==> config.mk <==
export PLATFORM = sky130hd
export DESIGN_NAME = uart_rx_device
export DESIGN_NICKNAME = d
export VERILOG_FILES = /design/src/rtl/uart_rx_device.sv
export SDC_FILE = /design/constraint.sdc
export NUM_CORES = 1
export LEC_CHECK = 0
export BUFFER_PORTS_ARGS = -buffer_cell sky130_fd_sc_hd__buf_2
export CAP_MARGIN = 15
export CORE_MARGIN = 3
export CORE_UTILIZATION = 65
export CTS_BUF_LIST = sky130_fd_sc_hd__clkbuf_4
export DETAILED_ROUTE_END_ITERATION = 7
export PLACE_DENSITY = 0.87
export SLEW_MARGIN = 10
export SYNTH_ARGS = -nofsm -noshare
export SYNTH_HDL_FRONTEND = slang
export SYNTH_SLANG_ARGS = --single-unit
==> constraint.sdc <==
create_clock -name clk -period 5.9 [get_ports clk]
set_input_delay 1.18 -clock clk [delete_from_list [all_inputs] [get_ports clk]]
set_output_delay 1.18 -clock clk [all_outputs]
set_load 0.02 [all_outputs]
==> src/rtl/uart_rx_device.sv <==
// ---------------------------------------------------------------------------
// uart_rx_device : 8N1 UART receiver with a read FIFO on the CPU device bus
// Revision 1.0
// ---------------------------------------------------------------------------
`default_nettype none

module uart_rx_device #(
  parameter int CLOCK_DIV       = 10,
  parameter int CLOCK_MULT      = 105,
  parameter int BAUD_RATE       = 9600,
  parameter int FIFO_ADDR_WIDTH = 3
) (
  input  logic        clk,
  input  logic        reset,
  input  logic        rx,
  input  logic        control,
  input  logic        write_enable,
  input  logic [7:0]  write_address,
  input  logic [15:0] data_in,
  input  logic        read_enable,
  input  logic [7:0]  read_address,
  output logic [15:0] data_out,
  output logic        data_ready
);

  localparam int BIT_CLOCKS = int'((longint'(12_000_000) * longint'(CLOCK_MULT)) /
                                   (longint'(CLOCK_DIV) * longint'(BAUD_RATE)));
  localparam int CNT_W = $clog2(BIT_CLOCKS);
  localparam int DEPTH = 1 << FIFO_ADDR_WIDTH;
  localparam logic [CNT_W-1:0] CNT_LAST = CNT_W'(BIT_CLOCKS - 1);
  localparam logic [CNT_W-1:0] CNT_HALF = CNT_W'(BIT_CLOCKS / 2 - 1);
  localparam logic [FIFO_ADDR_WIDTH:0] FIFO_FULL = (FIFO_ADDR_WIDTH + 1)'(DEPTH);

  typedef enum logic [1:0] {IDLE, START, DATA, STOP} state_t;

  logic                       sync1_q, sync2_q;
  state_t                     state_q, state_d;
  logic [CNT_W-1:0]           cnt_q, cnt_d;
  logic [2:0]                 idx_q, idx_d;
  logic [7:0]                 shift_q, shift_d;
  logic [FIFO_ADDR_WIDTH-1:0] wr_ptr_q, wr_ptr_d, rd_ptr_q, rd_ptr_d;
  logic [FIFO_ADDR_WIDTH:0]   count_q, count_d;
  logic                       overflow_q, overflow_d, frame_err_q, frame_err_d;
  logic [15:0]                data_out_q, data_out_d;
  logic [7:0]                 mem_q [DEPTH];

  logic        push, frame_err_set, pop, full, push_ok, rd_hit, clr_hit;
  logic [3:0]  count_nib;
  logic [15:0] status;
  logic        unused_bits;

  assign unused_bits = ^{data_in[15:3], data_in[0]};

  // Receiver FSM; only the synchronized rx (sync2_q) is ever observed.
  always_comb begin
    state_d       = state_q;
    cnt_d         = cnt_q;
    idx_d         = idx_q;
    shift_d       = shift_q;
    push          = 1'b0;
    frame_err_set = 1'b0;
    case (state_q)
      IDLE: begin
        if (!sync2_q) begin
          state_d = START;
          cnt_d   = '0;
        end
      end
      START: begin
        if (cnt_q == CNT_HALF) begin
          if (!sync2_q) begin
            state_d = DATA;
            cnt_d   = '0;
            idx_d   = '0;
          end else begin
            state_d = IDLE;
          end
        end else begin
          cnt_d = cnt_q + 1'b1;
        end
      end
      DATA: begin
        if (cnt_q == CNT_LAST) begin
          shift_d = {sync2_q, shift_q[7:1]};
          cnt_d   = '0;
          if (idx_q == 3'd7) state_d = STOP;
          else               idx_d   = idx_q + 3'd1;
        end else begin
          cnt_d = cnt_q + 1'b1;
        end
      end
      STOP: begin
        if (cnt_q == CNT_LAST) begin
          push          = sync2_q;
          frame_err_set = !sync2_q;
          state_d       = IDLE;
          cnt_d         = '0;
        end else begin
          cnt_d = cnt_q + 1'b1;
        end
      end
      default: state_d = IDLE;
    endcase
  end

  // FIFO and register file; a pop frees the slot a same-cycle push needs.
  always_comb begin
    rd_hit    = control && read_enable;
    clr_hit   = control && write_enable && (write_address == 8'h01);
    pop       = rd_hit && (read_address == 8'h00) && (count_q != '0);
    full      = (count_q == FIFO_FULL);
    push_ok   = push && (!full || pop);
    wr_ptr_d  = push_ok ? wr_ptr_q + 1'b1 : wr_ptr_q;
    rd_ptr_d  = pop ? rd_ptr_q + 1'b1 : rd_ptr_q;
    count_d   = count_q;
    if (push_ok && !pop)      count_d = count_q + 1'b1;
    else if (pop && !push_ok) count_d = count_q - 1'b1;
    overflow_d  = (push && full && !pop) || (overflow_q && !(clr_hit && data_in[1]));
    frame_err_d = frame_err_set || (frame_err_q && !(clr_hit && data_in[2]));
    count_nib   = 4'(count_q);
    status      = {4'h0, count_nib, 5'h00, frame_err_q, overflow_q, data_ready};
    data_out_d  = data_out_q;
    if (rd_hit) begin
      case (read_address)
        8'h00:   data_out_d = (count_q != '0) ? {8'h00, mem_q[rd_ptr_q]} : 16'h0000;
        8'h01:   data_out_d = status;
        default: data_out_d = 16'h0000;
      endcase
    end
  end

  always_ff @(posedge clk) begin
    if (reset) begin
      sync1_q     <= 1'b1;
      sync2_q     <= 1'b1;
      state_q     <= IDLE;
      cnt_q       <= '0;
      idx_q       <= '0;
      shift_q     <= '0;
      wr_ptr_q    <= '0;
      rd_ptr_q    <= '0;
      count_q     <= '0;
      overflow_q  <= 1'b0;
      frame_err_q <= 1'b0;
      data_out_q  <= '0;
    end else begin
      sync1_q     <= rx;
      sync2_q     <= sync1_q;
      state_q     <= state_d;
      cnt_q       <= cnt_d;
      idx_q       <= idx_d;
      shift_q     <= shift_d;
      wr_ptr_q    <= wr_ptr_d;
      rd_ptr_q    <= rd_ptr_d;
      count_q     <= count_d;
      overflow_q  <= overflow_d;
      frame_err_q <= frame_err_d;
      data_out_q  <= data_out_d;
    end
  end

  always_ff @(posedge clk) begin
    if (push_ok) mem_q[wr_ptr_q] <= shift_q;
  end

  assign data_out   = data_out_q;
  assign data_ready = (count_q != '0);

endmodule

`default_nettype wire

==> Yosys cells after proc, flatten, opt, wreduce, memory -nomap -nowiden <==
Memories as Yosys holds them, arrays and structs flattened. A register that Yosys moved wholly into a read port is not among the register bits.
Cells that the tools add are included.
{ "word_totals": {"rom_bits": 0, "ramBits": 64, "memories": 1, "wordCells": 95, "regBits": 57, "latch_bits": 0, "output_inout_bits": 17, "input_bits": 38} }
{ "mem_list": {"columns": ["memory", "words", "word_bits", "rd", "rd_ports_with_merged_regs", "wr", "line", "text"], "rows": [
  ["mem_q", 8, 8, 1, 1, 1, "45", "logic [7:0] mem_q [DEPTH];"]
]} }
{ "op_classes": {"magnitude_cmp": 0, "div_mod_pow": 0, "mux": 28, "shift": 0, "n_bitwise": 0, "add_sub_neg": 6, "n_mul": 0, "n_reduce_logical": 32, "n_eq_ne": 16} }
{ "op_table": {"columns": ["operator", "n"], "rows": [
  ["14-bit two-way mux", 3],
  ["14-bit case mux with 3 select lines", 1],
  ["12-bit case mux with 2 select lines", 1],
  ["3-bit two-way mux", 6],
  ["8-bit by 1-bit == test with 1-bit output, second input constant", 2],
  ["14-bit by 1-bit adder with 14-bit output, second input constant", 1],
  ["14-bit by 13-bit == test with 1-bit output, second input constant", 1],
  ["14-bit == test, second input constant", 1],
  ["1-bit logical AND", 14],
  ["2-bit inequality test, second input constant", 7],
  ["2-bit two-way mux", 6],
  ["5-bit AND reduction", 2],
  ["3-bit by 1-bit adder with 3-bit output, second input constant", 3],
  ["8-bit zero test", 1],
  ["4-bit two-way mux", 2],
  ["8-bit two-way mux", 1],
  ["2-bit case mux with 4 select lines", 1],
  ["1-bit zero test", 6],
  ["1-bit two-way mux", 6],
  ["3-bit case mux with 2 select lines", 1],
  ["4-bit by 1-bit adder with 4-bit output, second input constant", 1],
  ["2-bit == test, second input constant", 2],
  ["4-bit == test, second input constant", 1],
  ["2-bit nonzero test", 2],
  ["other kinds (8)", 10]
]} }

==> Longest topological paths before layout <==
{ "logic_depth": {"ltp_word": 9, "mapped_depth": 15, "depth_no_buf": 15} }

==> Least setup slack after synthesis <==
OpenSTA, ideal clock, no wires.
{ "synth_timing": {"kind": "input port to flip-flop", "startpoint": "in read_address[5]", "endpoint": "reg count_q[3], in the netlist count_nib[3]", "arrival_time_ns": 3.429, "path_buffers": 0, "required_time_ns": 5.830, "setup_ns": 0.070, "path_stages": 14, "slack_ns": 2.401, "path_cell_list": "nor4_1 and4_1 inv_1 nand2_1 nand2_1 inv_1 ha_1 inv_1 ha_1 a21o_1 a21oi_1 xnor2_1 or3_1 a21oi_1"} }
{ "synth_between": {"elab_chain_len": 8, "elab_cells_between_ends": 11, "classes_between": "mux (1); reduce/logical (10)"} }
{ "synth_rtl": {"columns": ["item", "line", "text"], "rows": [
  ["start, declared", "21", "input logic [7:0] read_address,"],
  ["8-bit zero test *", "110", "pop = rd_hit && (read_address == 8'h00) && (count_q != '0);"],
  ["1-bit logical AND * (2 in series)", "110", null],
  ["1-bit logical OR *", "112", "push_ok = push && (!full || pop);"],
  ["1-bit logical AND *", "112", null],
  ["named net push_ok", "47", "logic push, frame_err_set, pop, full, push_ok, rd_hit, clr_hit;"],
  ["1-bit zero test", "117", "else if (pop && !push_ok) count_d = count_q - 1'b1;"],
  ["1-bit logical AND", "117", null],
  ["2-bit nonzero test (no source line)", null, null],
  ["end signal, assigned", "155", "count_q <= count_d;"],
  ["end, declared", "42", "logic [FIFO_ADDR_WIDTH:0] count_q, count_d;"]
]} }
The timed path passes the listed nets; every way through them passes the cells marked *.
A chain may end at the register's enable or synchronous reset.

==> Worst setup path after layout <==
Ends and elaborated chain as after synthesis.

==> summary.md <==
| Metric | Value |
|---|---|
| Status | `finished, final reports clean` |
| Multi-input gate area | `2070 sq um` |
| Drc violations | `0` |
| Post-Syn Area | `5260 sq um` |
| Tmin final | `between 3000 and 4000 ps` |
| Post-DRT Antenna Nets | `0` |
| Final GP Congestion | `around 0.87` |
| Register bit total from synthesis | `120` |
| WL final | `11100 microns` |
| Post-cts resize count | `0` |
| Layout cells sized above 1 | `between 20 and 25%` |
| GRT overflow | `0` |
| Buffers added on ports | `36` |
| Final period util | `59.2%` |
| Maximum VDD drop | `142 uV` |
| Cts-stage hold buffer count | `0` |
| Drt first pass iters | `5` |
| Crit-path max FO | `5` |
| First-pass GRT wire length | `17100 microns` |
| Gr usage total | `25.4%` |
| Sink Count | `120` |
| Max Slew Vio Count | `0` |
| Kind of end point of the critical path | `register` |
| FMAX | `286 MHz` |
| Clk_lat worst skew | `510 ps` |
| Slew margin rel. | `around 41%` |
| Vias in the first global route | `3440` |
| Die area | `between 9000 and 10000 sq um` |
| Synth Instances | `428` |
| Initial core utilization | `67.4%` |
| Synth unique cells | `59` |
| Final setup vio count | `0` |
| Overall Power | `1.53 mW` |
| Max H-tree Level | `4` |
| DPL Wire Length | `6930 microns` |
| Total CTS buffers | `17` |
| Boundary pin count | `between 50 and 60` |
| Initial antenna violation count | `0` |
| Post-synth EDFFs | `64` |
| Clk root buf | `clkbuf_4` |
| Worst Tran Pin Value | `between 800 and 900 ps` |
| Clock Tree Buf Depth | `2` |
| Leak pwr | `~2.2 nW` |
| Worst EP required | `6350 ps` |
| Critical path startpoint category | `primary input` |
| Critical path class | `in -> reg` |
| Chip width | `96.0 microns` |
| Worst clock skew | `18.4 ps` |
| Vias | `3643` |
| Setup tns final | `0 ps` |
| Post-CTS Setup Bufs | `0` |
| Fin nets | `roughly 520` |
| Ys flop type | `edfxtp_1` |
| # Max-Cap Violations | `0` |
| HP Class | `reg -> reg` |
| Routed WL per cell | `19.0 microns` |
| Setup slack, reg-to-reg | `2460 ps` |
| Vias/cell | `between 6 and 7` |
| Critical Path AT | `between 3000 and 4000 ps` |
| Vert. Die Dim | `96.0 microns` |
| Most frequent cells in the layout | `edfxtp_1, dfxtp_1, nand2_1` |
| Sequential standard cell area | `3040 sq um` |
| Pwr dens | `263 nW/um^2` |
| Post-synthesis sequential area ratio | `57.8%` |
| Area Growth Syn to Fin | `10.6%` |
| Leading cell type in the layout, fill and taps excluded | `edfxtp_1` |
| Initial DRC Count | `226` |
| CTS tree | `done` |
| Ys async rst share | `0%` |
| Core Box Area | `between 7000 and 8000 sq um` |
| Clock slew at reported path FFs | `between 100 and 150 ps` |
| RSZ-0062 raised after global routing | `no` |
| Syn_area_per_cell | `around 12 sq um` |
| Number of diodes | `0` |
| Num rows | `32` |
| # fillers | `between 400 and 500` |
| Largest net degree at the start of global routing | `40` |
| Hold Fails Final Rpt | `0` |
| Total of warnings raised by yosys | `0` |
## cell families after synthesis
kind of cell / after synthesis / synth area share, %
and+or+nand+nor: 147 / 15.9
DFF: 120 / 57.8
AOI/OAI and AO/OA: 79 / 10.1
buffers and inverters: 36 / 3.00
muxes: 29 / 9.53
adders and majority gates: 11 / 2.76
xor gates and xnor gates: 5 / 0.832
other: 1 / 0.0713
## area by class of cell
cell class,count,area share [%]
tap,102,2.19
multi-input combinational,275,35.6
sequential,120,52.3
clock inverter,15,3.03
timing repair buffer,42,4.00
inverter,11,0.709
clock buffer,17,2.19
## Yosys cell counts (5+ instances only)
master	number	area, sq um
nor2_1	24	90.1
a21o_1	10	75.1
a22oi_1	5	37.5
ha_1	10	125
nand3_1	10	50.1
buf_4	5	37.5
dfxtp_1	56	1120
edfxtp_1	64	1920
and2_1	7	43.8
nor3_1	11	55.1
and3_1	9	56.3
mux2_2	8	90.1
nor4_1	7	43.8
inv_1	11	41.3
nand2_1	40	150
o21ai_0	18	90.1
nor3b_1	8	60.1
a21oi_1	22	110
mux4_2	16	360
clkbuf_1	15	56.3
## per-stage QoR
stage | worst slack (ps) | instances | util (%) | instance area [sq um] | hold WS, ps
3_5_place_dp | 1940 | 549 | 70.5 | 5500 | 392
4_1_cts | 2450 | 581 | 74.4 | 5810 | 417
2_1_floorplan | 2400 | 431 | - | 5270 | 389
3_3_place_gp | 2110 | 549 | 70.5 | 5500 | 394
6_report | 2410 | 582 | 74.6 | 5820 | 418
5_1_grt | 2180 | 582 | 74.6 | 5820 | 430
## metal layers
metal	up-vias	global-route usage [%]	share of wire (%)
met1	1773	31.5	40
met2	159	44.0	52
met5	-	0	0
met3	24	5.86	5.9
li1	1687	-	-
met4	0	8.18	1.7
## registers in the layout, indices dropped and copies added, names as in the netlist, 3 cells and up, named ones only
signal     count
idx_q          3
mem_q         64
count_nib      4
cnt_q         14
wr_ptr_q       3
shift_q        8
data_out      12
rd_ptr_q       3
## power breakdown
group,internal [mW],switching (mW),total (mW)
combinational,0.0133,0.0236,0.0369
clock,0.295,0.326,0.621
sequential,0.872,0.00375,0.875
## critical path: stages
cell and delay (ps):
buf_2 100, nor4_1 320, and4_1 310, inv_1 110, nand2_1 140, nand2_1 150
inv_1 100, ha_1 180, inv_1 90, ha_1 280, a21o_1 200, a21oi_1 190
xnor2_1 110, or3_1 330, a21oi_1 140
## final timing paths
check,end,cells after the start,start
worst max-delay path,count_nib[3],15,read_address[5]
worst min-delay path,sync2_q,1,sync1_q
worst max register to register,count_nib[3],15,count_nib[0]
worst min register to register,sync2_q,1,sync1_q
No activity file was read; power rests on OpenSTA's default activity.
